## src/rtl/mandelbrot_frame_scheduler_pkg.sv

```systemverilog
// Purpose : shared types and constants for the Mandelbrot frame scheduler.
// Latency : n/a (declarations only).
// Backpres: n/a.
//
// Contents: scheduler state enum, fixed-point fraction-bit constant/helper and
// the values forced into a pixel result when the engine times out.
package mandelbrot_frame_scheduler_pkg;

    typedef enum logic [2:0] {
        ST_IDLE   = 3'd0,
        ST_ISSUE  = 3'd1,
        ST_ARM    = 3'd2,
        ST_WAIT   = 3'd3,
        ST_OUTPUT = 3'd4
    } state_t;

    // Coordinates are S II . F : one sign bit, two integer bits, rest fraction.
    localparam int DEFAULT_FP_WIDTH = 32;
    localparam int FRAC_BITS        = DEFAULT_FP_WIDTH - 3;

    function automatic int frac_bits(input int fp_width);
        return fp_width - 3;
    endfunction

    // A timed-out pixel is reported as "in set" with a saturated count, which
    // the colour path renders the same as a point that never escaped.
    localparam logic [31:0] TIMEOUT_ITER   = '1;
    localparam logic        TIMEOUT_IN_SET = 1'b1;

endpackage

```

## src/rtl/mandelbrot_coord_walker.sv

```systemverilog
// Purpose : raster-order x/y counters and c_real/c_imag accumulators.
// Latency : load/advance take effect on the next clock edge.
// Backpres: none; advances only when the scheduler pulses i_advance.
//
// Ports: i_load latches origin/step and resets to pixel (0,0); i_advance
// steps one pixel (column wrap moves down one row, imaginary decreases).
// o_last_col / o_last_pixel flag the end of a row / frame.
module mandelbrot_coord_walker
    import mandelbrot_frame_scheduler_pkg::*;
#(
    parameter int FPW   = 32,
    parameter int H_RES = 64,
    parameter int V_RES = 48,
    parameter int XW    = 6,
    parameter int YW    = 6
) (
    input  logic           clk,
    input  logic           nrst,
    input  logic           i_load,
    input  logic           i_advance,
    input  logic [FPW-1:0] i_origin_real,
    input  logic [FPW-1:0] i_origin_imag,
    input  logic [FPW-1:0] i_step,
    output logic [XW-1:0]  o_x,
    output logic [YW-1:0]  o_y,
    output logic [FPW-1:0] o_cur_real,
    output logic [FPW-1:0] o_cur_imag,
    output logic           o_last_col,
    output logic           o_last_pixel
);

    logic [XW-1:0]  r_x;
    logic [YW-1:0]  r_y;
    logic [FPW-1:0] r_cur_real;
    logic [FPW-1:0] r_cur_imag;
    logic [FPW-1:0] r_org_real;
    logic [FPW-1:0] r_step;
    logic           w_last_col;
    logic           w_last_row;

    assign w_last_col = (r_x == XW'(H_RES - 1));
    assign w_last_row = (r_y == YW'(V_RES - 1));

    // Plain two's-complement adds; wraparound is intended, no saturation.
    always_ff @(posedge clk or negedge nrst) begin
        if (!nrst) begin
            r_x        <= '0;
            r_y        <= '0;
            r_cur_real <= '0;
            r_cur_imag <= '0;
            r_org_real <= '0;
            r_step     <= '0;
        end else if (i_load) begin
            r_x        <= '0;
            r_y        <= '0;
            r_org_real <= i_origin_real;
            r_step     <= i_step;
            r_cur_real <= i_origin_real;
            r_cur_imag <= i_origin_imag;
        end else if (i_advance) begin
            if (!w_last_col) begin
                r_x        <= r_x + XW'(1);
                r_cur_real <= r_cur_real + r_step;
            end else begin
                r_x        <= '0;
                r_y        <= r_y + YW'(1);
                r_cur_real <= r_org_real;
                r_cur_imag <= r_cur_imag - r_step;
            end
        end
    end

    assign o_x          = r_x;
    assign o_y          = r_y;
    assign o_cur_real   = r_cur_real;
    assign o_cur_imag   = r_cur_imag;
    assign o_last_col   = w_last_col;
    assign o_last_pixel = w_last_col && w_last_row;

endmodule

```

## src/rtl/mandelbrot_frame_scheduler.sv

```systemverilog
// Purpose : walks a pixel grid, starts the engine per pixel, streams results.
// Latency : 4 cycles per pixel plus engine time; one pixel outstanding.
// Backpres: pix_valid/pix_ready; result held in OUTPUT until accepted.
//
// Ports: frame_start/frame_abort + cfg_* from the config front end;
// eng_* start/coordinates out and done/result in; pix_* result stream;
// busy, frame_done pulse and sticky err_timeout status.
module mandelbrot_frame_scheduler
    import mandelbrot_frame_scheduler_pkg::*;
#(
    parameter int FIXED_POINT_WIDTH = 32,
    parameter int H_RES             = 64,
    parameter int V_RES             = 48,
    parameter int ITER_WIDTH        = 8,
    parameter int TIMEOUT_CYCLES    = 1024,
    localparam int XW   = (H_RES > 1) ? $clog2(H_RES) : 1,
    localparam int YW   = (V_RES > 1) ? $clog2(V_RES) : 1,
    localparam int WD_W = $clog2(TIMEOUT_CYCLES + 1)
) (
    input  logic                         clk,
    input  logic                         nrst,
    input  logic                         frame_start,
    input  logic                         frame_abort,
    input  logic [FIXED_POINT_WIDTH-1:0] cfg_real_origin,
    input  logic [FIXED_POINT_WIDTH-1:0] cfg_imag_origin,
    input  logic [FIXED_POINT_WIDTH-1:0] cfg_step,
    output logic                         eng_start,
    output logic [FIXED_POINT_WIDTH-1:0] eng_c_real,
    output logic [FIXED_POINT_WIDTH-1:0] eng_c_imag,
    input  logic                         eng_valid,
    input  logic                         eng_is_mandelbrot,
    input  logic [ITER_WIDTH-1:0]        eng_iterations,
    output logic                         pix_valid,
    input  logic                         pix_ready,
    output logic [XW-1:0]                pix_x,
    output logic [YW-1:0]                pix_y,
    output logic [ITER_WIDTH-1:0]        pix_iterations,
    output logic                         pix_in_set,
    output logic                         busy,
    output logic                         frame_done,
    output logic                         err_timeout
);

    state_t                r_state;
    state_t                w_state_nxt;
    logic [WD_W-1:0]       r_wdog;
    logic [ITER_WIDTH-1:0] r_pix_iter;
    logic                  r_pix_in_set;
    logic                  r_err_timeout;
    logic                  r_frame_done;

    logic                  w_load;
    logic                  w_advance;
    logic                  w_capture;
    logic                  w_timeout;
    logic                  w_last_hs;
    logic                  w_wdog_clr;
    logic                  w_last_pixel;
    logic                  w_last_col;

    mandelbrot_coord_walker #(
        .FPW   (FIXED_POINT_WIDTH),
        .H_RES (H_RES),
        .V_RES (V_RES),
        .XW    (XW),
        .YW    (YW)
    ) u_walker (
        .clk           (clk),
        .nrst          (nrst),
        .i_load        (w_load),
        .i_advance     (w_advance),
        .i_origin_real (cfg_real_origin),
        .i_origin_imag (cfg_imag_origin),
        .i_step        (cfg_step),
        .o_x           (pix_x),
        .o_y           (pix_y),
        .o_cur_real    (eng_c_real),
        .o_cur_imag    (eng_c_imag),
        .o_last_col    (w_last_col),
        .o_last_pixel  (w_last_pixel)
    );

    always_ff @(posedge clk or negedge nrst) begin
        if (!nrst) begin
            r_state <= ST_IDLE;
        end else begin
            r_state <= w_state_nxt;
        end
    end

    always_comb begin
        w_state_nxt = r_state;
        w_load      = 1'b0;
        w_advance   = 1'b0;
        w_capture   = 1'b0;
        w_timeout   = 1'b0;
        w_last_hs   = 1'b0;
        w_wdog_clr  = 1'b0;
        case (r_state)
            ST_IDLE: begin
                if (frame_start) begin
                    w_load      = 1'b1;
                    w_state_nxt = ST_ISSUE;
                end
            end
            ST_ISSUE: begin
                w_state_nxt = ST_ARM;
            end
            // The engine's done flag still reflects the previous pixel here,
            // so it is only trusted from WAIT onwards.
            ST_ARM: begin
                w_wdog_clr  = 1'b1;
                w_state_nxt = ST_WAIT;
            end
            ST_WAIT: begin
                if (eng_valid) begin
                    w_capture   = 1'b1;
                    w_state_nxt = ST_OUTPUT;
                end else if (r_wdog == WD_W'(TIMEOUT_CYCLES - 1)) begin
                    w_timeout   = 1'b1;
                    w_state_nxt = ST_OUTPUT;
                end
            end
            ST_OUTPUT: begin
                if (pix_ready) begin
                    if (w_last_pixel) begin
                        w_last_hs   = 1'b1;
                        w_state_nxt = ST_IDLE;
                    end else begin
                        w_advance   = 1'b1;
                        w_state_nxt = ST_ISSUE;
                    end
                end
            end
            default: begin
                w_state_nxt = ST_IDLE;
            end
        endcase
        // Abort outranks everything, including a same-cycle handshake.
        if (frame_abort) begin
            w_state_nxt = ST_IDLE;
            w_load      = 1'b0;
            w_advance   = 1'b0;
            w_capture   = 1'b0;
            w_timeout   = 1'b0;
            w_last_hs   = 1'b0;
            w_wdog_clr  = 1'b0;
        end
    end

    always_ff @(posedge clk or negedge nrst) begin
        if (!nrst) begin
            r_wdog        <= '0;
            r_pix_iter    <= '0;
            r_pix_in_set  <= 1'b0;
            r_err_timeout <= 1'b0;
            r_frame_done  <= 1'b0;
        end else begin
            if (w_wdog_clr) begin
                r_wdog <= '0;
            end else if (r_state == ST_WAIT) begin
                r_wdog <= r_wdog + WD_W'(1);
            end

            if (w_capture) begin
                r_pix_iter   <= eng_iterations;
                r_pix_in_set <= eng_is_mandelbrot;
            end else if (w_timeout) begin
                r_pix_iter   <= TIMEOUT_ITER[ITER_WIDTH-1:0];
                r_pix_in_set <= TIMEOUT_IN_SET;
            end

            if (w_load) begin
                r_err_timeout <= 1'b0;
            end else if (w_timeout) begin
                r_err_timeout <= 1'b1;
            end

            r_frame_done <= w_last_hs;
        end
    end

    // Abort gates the strobes in its own cycle so no start or handshake leaks.
    assign eng_start      = (r_state == ST_ISSUE)  && !frame_abort;
    assign pix_valid      = (r_state == ST_OUTPUT) && !frame_abort;
    assign busy           = (r_state != ST_IDLE);
    assign pix_iterations = r_pix_iter;
    assign pix_in_set     = r_pix_in_set;
    assign err_timeout    = r_err_timeout;
    assign frame_done     = r_frame_done;

endmodule

```

## config.mk

```make
export PLATFORM = sky130hd
export DESIGN_NAME = mandelbrot_frame_scheduler
export DESIGN_NICKNAME = d
export VERILOG_FILES = /design/src/rtl/mandelbrot_frame_scheduler_pkg.sv /design/src/rtl/mandelbrot_coord_walker.sv /design/src/rtl/mandelbrot_frame_scheduler.sv
export SDC_FILE = /design/constraint.sdc
export NUM_CORES = 1
export LEC_CHECK = 0
export ABC_CLOCK_PERIOD_IN_PS = 5850
export CORE_MARGIN = 1
export CORE_UTILIZATION = 25
export CTS_CLUSTER_SIZE = 12
export DETAILED_ROUTE_END_ITERATION = 12
export HOLD_SLACK_MARGIN = 0.1
export MAX_ROUTING_LAYER = met4
export PLACE_DENSITY_LB_ADDON = 0.2
export SLEW_MARGIN = 40
export SYNTH_ARGS = -nofsm -noshare
export SYNTH_HDL_FRONTEND = slang
export SYNTH_SLANG_ARGS = --single-unit
```

## constraint.sdc

```tcl
create_clock -name clk -period 5.85 [get_ports clk]
set_clock_uncertainty 0.1 [all_clocks]
set_input_delay 0.8775 -clock clk [delete_from_list [all_inputs] [get_ports clk]]
set_output_delay 0.8775 -clock clk [all_outputs]
set_load 0.005 [all_outputs]
```

==> flow_summary.yaml, run 1 <==
outcome:
  outcome: "finished clean"
drt:
  firstDrtPassIters: 5
  wl_per_cell_um: 17.9
  viasPerCell: 4.84
  wirelength_mm: 34.3
  ant_nets: 0
  drc: 0
  drtIter0Drc: 531
  vias: 9248
pwr:
  p_seq_frac: 0.282
  power_density_nw_per_um2: 529
  p_leak_nw: 5.84
  p_sw_frac: 0.432
  internal_power_mw: 4.00
  pwr-share-clk: 0.164
  switching_power_mw: 3.05
  ir_worst_vdd_uv: 225
  comb_power_share: 0.554
placed_design:
  postPlaceCellArea_um2: 12700
  place.gp.congestion: 0.891
  place_inst: 1879
  portBuffers: 200
  hpwlAfterDp_mm: 26.1
logic_synthesis:
  async_flop_share: 1.00
  yosysUniqueCellTypes: 66
  synth_seq_cells: 165
  synth_area_um2: 10100
  synth_edf_count: 0
  syn_avg_cell_area_um2: 8.49
  synth_cells: 1193
  syn_nets: 1371
  ys_seq_area_frac: 0.408
  yosysWarnings: 0
  yosys_most_used_dff: "dfrtp_1"
timing:
  hold_slack_ns: 0.335
  relSlewSlack: 0.466
  worst_slew_pin_slew_ns: 0.801
  period_share: 0.704
  setup_viol: 0
  tns_ns: 0
  hold_violations: 0
  drv_slew: 0
  rsz0062_at_grt: "no"
  max_freq_ghz: 0.243
  period_minus_slack_ns: 4.12
setup_path:
  crit_required_ns: 6.10
  crit_fanout: 39
  rr_worst_depth: 11
  critPathArrivalTime_ns: 4.37
  setup.worst_path.class: "input port to flip-flop"
  startpoint_type: "input port"
  crit_chain: "clkdlybuf4s50_1, nor3_1, nand3_1, o21ba_2, buf_4, nand2_2, buf_4, nor2_1, nand2_1, nand2_1, a221oi_1, o21ai_0"
  critPathSlowestCell: "nor3_1"
  max_stage_delay_ns: 0.62
  cp-end-kind: "flip-flop"
final_layout:
  num-nets-final: 1551
  drive_above_1_share: 0.0505
  layout_commonest_cell: "nand2_1"
  diodes: 0
  final_cell_mix: "nand2_1, clkdlybuf4s50_1, dfrtp_1"
  fin_cells: 1911
  final_area_um2: 13300
  area_delta_synth_final_pct: 31.5
  finish.utilization: 0.335
cts:
  cts_buffers: 17
  worstSkewPairLatency_ns: 0.44
  cts_setup_buffers: 0
  cts_root_buf: "clkbuf_16"
  cts.htree.levels: 4
  cts_tree: "yes"
  cts_resized: 0
  hold_buffers: 0
  path_clk_slew_ns: 0.07
  cts_sinks: 165
  clock_tree.buffer_depth: 2
global_routing:
  grt_pass1_wl_mm: 53.3
  overflow: 0
  grt_pass1_vias: 9093
  grt_use_total: 0.172
  antenna_found_initial: 0
  grt_max_degree: 70
job:
  maxCapViolations: 0
floorplan:
  die_x_um: 203
  num_rows: 73
  die_area_um2: 41300
  coreArea_um2: 39800
  initial_utilization: 0.254
  ios: 201
  chipHeight_um: 203
min_path:
  hold_path_class: "input port to asynchronous set/reset pin"
metal layers:
metal,up-vias,part of all wire,global-route usage
li1,4599,-,-
met1,4419,0.51,0.244
met2,208,0.45,0.259
met3,22,0.035,0.0217
met4,0,0.011,0.0379
met5,-,0,-
registers in the layout, indices dropped and copies added, names as in the netlist:
| name | count |
|---|---|
| pix_in_set | 1 |
| u_walker.r_step | 32 |
| r_wdog | 11 |
| u_walker.o_x | 6 |
| u_walker.o_cur_real | 32 |
| err_timeout | 1 |
| u_walker.o_cur_imag | 32 |
| u_walker.r_org_real | 32 |
| u_walker.o_y | 6 |
| pix_iterations | 8 |
| frame_done | 1 |
| r_state | 3 |
synth_stat cells, drive strengths merged, types with 3 or more instances:
cell type,n,share of area
a211oi,11,0.0086
a21o,35,0.026
a21oi,90,0.045
a221o,3,0.0030
a222oi,5,0.0049
a22oi,8,0.0059
a311oi,4,0.0035
a31oi,11,0.0068
and3,11,0.0069
and3b,3,0.0026
and4,3,0.0027
buf,4,0.0016
clkbuf,47,0.017
dfrtp,165,0.41
ha,65,0.080
inv,38,0.014
mux2i,3,0.0030
nand2,233,0.086
nand2b,8,0.0049
nand3,28,0.014
nand4,10,0.0062
nor2,91,0.034
nor2b,8,0.0049
nor3,17,0.0089
nor3b,3,0.0022
nor4b,3,0.0026
o211ai,15,0.011
o21a,12,0.0089
o21ai,116,0.057
o21bai,9,0.0067
o22a,10,0.0086
o22ai,6,0.0037
o31ai,6,0.0054
o41ai,3,0.0026
or2,6,0.0037
or3,10,0.0063
xnor2,28,0.024
xor2,36,0.031
power groups by stage:
stage / sequential, mW / clock [mW] / combinational, mW
after floorplan: 1.84 / 0 / 2.64
after global placement: 2.01 / 0 / 3.88
after detailed placement: 2.01 / 0 / 3.90
after CTS: 1.99 / 1.19 / 3.92
after global routing: 2.05 / 1.22 / 4.37
final: 1.99 / 1.15 / 3.90
worst max-delay path, delay by kind of cell:
kind,cells,cell delay (ns)
AO/OA/AOI/OAI,3,0.52
buffers and inverters,3,1.29
AND/OR/NAND/NOR,6,1.64
cell type report:
class | instances | area, um^2
timing repair buffer | 212 | 2110
clock inverter | 14 | 140
sequential | 165 | 4130
inverter | 38 | 143
fill | 4189 | 26500
clock buffer | 18 | 439
tap | 525 | 657
multi-input combinational | 939 | 5710
cell families (layout without fill, tap and decap cells):
family          Yosys count  after routing  synth area share
fa+ha+maj                67             67            0.0842
xor+xnor                 64             64            0.0553
compound gates          366            366             0.227
mux                       3              3           0.00296
simple gates            439            439             0.189
buf+inv                  89            282            0.0331
flops                   165            165             0.408
worst paths after layout:
check | from | slack, ns | endpoint
max | frame_abort | 1.73 | u_walker.o_cur_imag[31]
min | nrst | 0.33 | pix_iterations[5]
min in group clk | u_walker.r_org_real[10] | 0.38 | u_walker.r_org_real[10]
min reg2reg | u_walker.r_org_real[10] | 0.38 | u_walker.r_org_real[10]
max in group asynchronous | nrst | 4.10 | u_walker.o_cur_real[30]
max reg2reg | r_state[0] | 2.28 | u_walker.o_cur_imag[31]
metrics by stage:
step	total power [mW]	setup WS, ns
6_report	7.05	1.73
5_1_grt	7.63	1.43
4_1_cts	7.10	1.76
3_5_place_dp	5.90	1.30
3_3_place_gp	5.89	1.54
2_1_floorplan	4.48	2.98
No activity file was read; power rests on OpenSTA's default activity.
==> run 2, diff against run 1 <==
--- a/config.mk
+++ b/config.mk
@@ -5,7 +5,7 @@
 export SDC_FILE = /design/constraint.sdc
 export NUM_CORES = 1
 export LEC_CHECK = 0
-export ABC_CLOCK_PERIOD_IN_PS = 5850
+export ABC_CLOCK_PERIOD_IN_PS = 3700
 export CORE_MARGIN = 1
 export CORE_UTILIZATION = 25
 export CTS_CLUSTER_SIZE = 12
==> constraint.sdc (replaced) <==
create_clock -name clk -period 3.7 [get_ports clk]
set_clock_uncertainty 0.1 [all_clocks]
set_input_delay 0.555 -clock clk [delete_from_list [all_inputs] [get_ports clk]]
set_output_delay 0.555 -clock clk [all_outputs]
set_load 0.005 [all_outputs]
==> run 2 against run 1 <==
Against the previous run: design area rose by 0.76%; setup slack worse by 1.3 ns; sequential share of layout area down 0.23 points; worst hold slack gained 0.046 ns; largest power group unchanged; final cell count up 0.73%; sequential power rose by 58%; critical path type is now flip-flop to flip-flop.
==> flow_summary.yaml, run 2 (synthesis results as in run 1) <==
final_layout:
  drive_above_1_share: 0.0552
  area_delta_synth_final_pct: 32.5
  num-nets-final: 1562
  layout_commonest_cell: "nand2_1"
  final_cell_mix: "nand2_1, clkdlybuf4s50_1, dfrtp_1"
  final_area_um2: 13400
  finish.utilization: 0.337
pwr:
  p_leak_nw: 5.88
  comb_power_share: 0.558
  internal_power_mw: 6.35
  p_seq_frac: 0.283
  switching_power_mw: 4.75
  p_sw_frac: 0.428
  power_density_nw_per_um2: 827
  ir_worst_vdd_uv: 291
  pwr-share-clk: 0.159
cts:
  cts_tree: "yes"
  path_clk_slew_ns: 0.07
  cts_sinks: 165
  cts_setup_buffers: 0
  cts.htree.levels: 4
  hold_buffers: 1
  clock_tree.buffer_depth: 2
  cts_buffers: 17
  cts_root_buf: "clkbuf_16"
  cts_resized: 0
  worstSkewPairLatency_ns: 0.45
timing:
  period_minus_slack_ns: 3.26
  rsz0062_at_grt: "no"
  setup_viol: 0
  hold_violations: 0
  relSlewSlack: 0.553
  tns_ns: 0
  period_share: 0.880
  worst_slew_pin_slew_ns: 0.671
  drv_slew: 0
  max_freq_ghz: 0.307
floorplan:
  coreArea_um2: 39800
  die_area_um2: 41300
  ios: 201
  num_rows: 73
  initial_utilization: 0.254
  chipHeight_um: 203
  die_x_um: 203
drt:
  ant_nets: 0
  viasPerCell: 4.85
  firstDrtPassIters: 5
  vias: 9340
  wirelength_mm: 35.0
  drtIter0Drc: 606
  drc: 0
  wl_per_cell_um: 18.2
setup_path:
  setup.worst_path.class: "flip-flop to flip-flop"
  critPathArrivalTime_ns: 3.50
  cp-end-kind: "flip-flop"
  crit_fanout: 6
  reg2reg_slack_ns: 0.44
  startpoint_type: "flip-flop"
  crit_required_ns: 3.94
placed_design:
  place.gp.congestion: 0.876
  postPlaceCellArea_um2: 12800
  portBuffers: 200
  hpwlAfterDp_mm: 26.8
global_routing:
  grt_use_total: 0.176
  grt_pass1_wl_mm: 53.8
  grt_pass1_vias: 9305
  grt_max_degree: 66
  antenna_found_initial: 4
  overflow: 0
min_path:
  hold_path_class: "flip-flop to flip-flop"
job:
  maxCapViolations: 0
outcome:
  outcome: "finished clean"
[run 2: path summary, 6_finish.rpt]
path / start / endpoint / depth (start not counted)
max in group asynchronous: nrst / u_walker.o_cur_real[26] / 3
hold reg to reg: u_walker.r_org_real[29] / u_walker.r_org_real[29] / 2
setup reg to reg: u_walker.o_cur_real[0] / u_walker.o_cur_real[26] / 11
setup / recovery: u_walker.o_cur_real[0] / u_walker.o_cur_real[26] / 11
min in group asynchronous: nrst / r_wdog[5] / 2
hold / removal: u_walker.r_org_real[29] / u_walker.r_org_real[29] / 2
[run 2: stage by stage]
step                      power, mW  worst slack, ns  hold WS (ns)  std cells
after floorplan                7.08            0.832         0.159       1193
after CTS                      11.2            0.443         0.383       1921
final                          11.1            0.444         0.381       1925
after global placement         9.35            0.510         0.359       1889
after detailed placement       9.34            0.448         0.363       1889
after global routing           12.0            0.246         0.393       1925
[run 2: per-layer routing]
layer  track usage  wire (um)  up-vias
li1              -          -     4625
met1         0.248      17600     4462
met2         0.258      15600      221
met3        0.0206       1150       32
met4        0.0604        603        0
met5             -          0        -
[run 2: layout make-up]
| type | count | area (um^2) |
|---|---|---|
| Timing Repair Buffer | 223 | 2240 |
| Inverter | 38 | 143 |
| Sequential cell | 165 | 4130 |
| Tap cell | 525 | 657 |
| Clock buffer | 18 | 439 |
| Clock inverter | 13 | 124 |
| Multi-Input combinational cell | 939 | 5680 |
| Fill cell | 4205 | 26400 |
| Antenna cell | 4 | 10.0 |
[run 2: power by group through the flow]
stage | registers, mW | logic, mW | clock network (mW)
after global routing | 3.24 | 6.91 | 1.90
after floorplan | 2.92 | 4.17 | 0
after CTS | 3.15 | 6.21 | 1.82
final | 3.14 | 6.20 | 1.77
after global placement | 3.18 | 6.17 | 0
after detailed placement | 3.17 | 6.17 | 0
[run 2: critical path, cell delays in order (launching register included)]
cell and delay, ns:
dfrtp_1 0.40, ha_1 0.24, fa_1 0.43, a211oi_1 0.32, o21bai_1 0.12, a21oi_1 0.46, o2111a_1 0.29, nor3_2 0.07
a21o_1 0.20, a21oi_1 0.18, xor2_1 0.09, a211oi_1 0.24
==> run 3, diff against run 2 <==
--- a/config.mk
+++ b/config.mk
@@ -7,12 +7,14 @@
 export LEC_CHECK = 0
 export ABC_CLOCK_PERIOD_IN_PS = 3700
 export CORE_MARGIN = 1
-export CORE_UTILIZATION = 25
+export CORE_UTILIZATION = 48
 export CTS_CLUSTER_SIZE = 12
 export DETAILED_ROUTE_END_ITERATION = 12
+export GPL_ROUTABILITY_DRIVEN = 0
 export HOLD_SLACK_MARGIN = 0.1
 export MAX_ROUTING_LAYER = met4
 export PLACE_DENSITY_LB_ADDON = 0.2
+export RECOVER_POWER = 100
 export SLEW_MARGIN = 40
 export SYNTH_ARGS = -nofsm -noshare
 export SYNTH_HDL_FRONTEND = slang
==> run 3 against run 2 <==
Against the previous run: the run now ends with capacitance limit, slew limit left; global-route usage increased by 11 points; first-iteration DRC count increased by 31%; clock power grew 5%; via count grew 2.6%; highest routed layer unchanged; combinational power shrank 3%; sequential cell count did not move; largest power group unchanged.
==> flow_summary.yaml, run 3 (synthesis results as in run 1) <==
global_routing:
  antenna_found_initial: 0
  grt_max_degree: 74
  grt_pass1_vias: 9202
  grt_use_total: 0.290
  grt_pass1_wl_mm: 47.9
  overflow: 0
timing:
  setup_viol: 0
  hold_slack_ns: 0.376
  max_freq_ghz: 0.301
  period_share: 0.898
  hold_violations: 0
  period_minus_slack_ns: 3.32
  drv_slew: 70
  setup_slack_ns: 0.377
  worst_slew_pin_slew_ns: 1.89
  rsz0062_at_grt: "no"
  relSlewSlack: -0.257
  tns_ns: 0
outcome:
  outcome: "finished with violations"
  violations: "capacitance limit, slew limit"
floorplan:
  initial_utilization: 0.494
  die_x_um: 147
  num_rows: 52
  die_area_um2: 21700
  ios: 201
  coreArea_um2: 20500
  chipHeight_um: 147
drt:
  vias: 9585
  wl_per_cell_um: 17.8
  ant_nets: 0
  wirelength_mm: 29.8
  firstDrtPassIters: 7
  drc: 0
  drtIter0Drc: 795
  viasPerCell: 5.74
setup_path:
  rr_worst_depth: 11
  critPathArrivalTime_ns: 3.51
  cp-end-kind: "flip-flop"
  r2r_start: "u_walker.r_step[1]"
  setup.worst_path.class: "flip-flop to flip-flop"
  startpoint: "u_walker.r_step[1]"
  reg2reg_to: "u_walker.o_cur_imag[29]"
  crit_fanout: 4
  startpoint_type: "flip-flop"
  reg2reg_slack_ns: 0.38
  crit_required_ns: 3.89
  crit_path_end: "u_walker.o_cur_imag[29]"
final_layout:
  final_cell_mix: "nand2_1, dfrtp_1, o21ai_0"
  final-seq-area_um2: 4130
  num-nets-final: 1566
  finish.utilization: 0.638
  fill_cells: 1787
  drive_above_1_share: 0.0457
  multi_input_area_um2: 5650
  diodes: 0
  layout_commonest_cell: "nand2_1"
  area_delta_synth_final_pct: 29.0
cts:
  clock_tree.buffer_depth: 2
  cts_buffers: 17
  cts.htree.levels: 4
  path_clk_slew_ns: 0.07
  cts_tree: "yes"
  cts_resized: 0
  cts_root_buf: "clkbuf_16"
  worstSkewPairLatency_ns: 0.43
  cts_sinks: 165
placed_design:
  hpwlAfterDp_mm: 22.2
  portBuffers: 200
  pre_cts_ws_ns: 0.336
job:
  maxCapViolations: 1
min_path:
  hold_path_class: "flip-flop to flip-flop"
pwr:
  ir_worst_vdd_uv: 350
  p_leak_nw: 5.99
  power_density_nw_per_um2: 837
[run 3: cell count changes in the layout (fill, tap and decap cells not counted), sizes merged, moves of 2 or more]
cell and change:
diode -4, clkinv -2, clkbuf +11, buf -6, clkdlybuf4s50 -91, dlygate4sd3 +91
[run 3: area by class of cell]
cell class,count,area share
clock inverter,12,0.0109
sequential,165,0.316
clock buffer,20,0.0357
tap,270,0.0258
inverter,38,0.0109
multi-input combinational,939,0.432
timing repair buffer,227,0.169
[run 3: per-stage QoR]
stage	total power [mW]	area, um^2	cells
after CTS	11.1	13100	1671
after global routing	11.8	13100	1671
after detailed placement	9.17	12500	1638
after floorplan	7.08	10100	1193
after global placement	9.07	12500	1638
final	10.9	13100	1671
[run 3: how the worst min path moves through the flow]
stage / from / endpoint / slack (ns) / cells after the start
final: u_walker.r_org_real[17] / u_walker.r_org_real[17] / 0.38 / 2
after global routing: u_walker.r_org_real[28] / u_walker.r_org_real[28] / 0.40 / 2
after CTS: u_walker.r_org_real[17] / u_walker.r_org_real[17] / 0.38 / 2
after detailed placement: u_walker.r_org_real[17] / u_walker.r_org_real[17] / 0.36 / 2
after global placement: u_walker.r_org_real[17] / u_walker.r_org_real[17] / 0.35 / 2
after floorplan: nrst / err_timeout / 0.16 / 0
[run 3: critical path: stages (launching register included)]
cell	delay [ns]
dfrtp_1	0.49
inv_1	0.10
ha_1	0.29
nor2b_1	0.15
o31ai_1	0.40
a21oi_1	0.19
o31ai_1	0.41
o21bai_1	0.21
a311oi_1	0.47
a21oi_1	0.14
xnor2_1	0.14
o21ai_0	0.08
[run 3: layer usage]
| layer | wire [um] | track usage |
|---|---|---|
| met5 | 0 | - |
| met2 | 13700 | 0.440 |
| met3 | 2040 | 0.0475 |
| met1 | 13800 | 0.409 |
| met4 | 291 | 0.0582 |
[run 3: where the power goes]
| part | leakage (nW) | internal (mW) | switching, mW | total, mW |
|---|---|---|---|---|
| Combinational | 3.66 | 2.79 | 3.21 | 6.00 |
| Sequential | 2.04 | 2.46 | 0.633 | 3.09 |
| Clock | 0.286 | 1.06 | 0.786 | 1.85 |
| Total | 5.99 | 6.31 | 4.63 | 10.9 |
[run 3: timing repair]
action,in CTS,in global routing
setup buffers,0,0
hold buffers,1,0
hold endpoints to repair,67,0
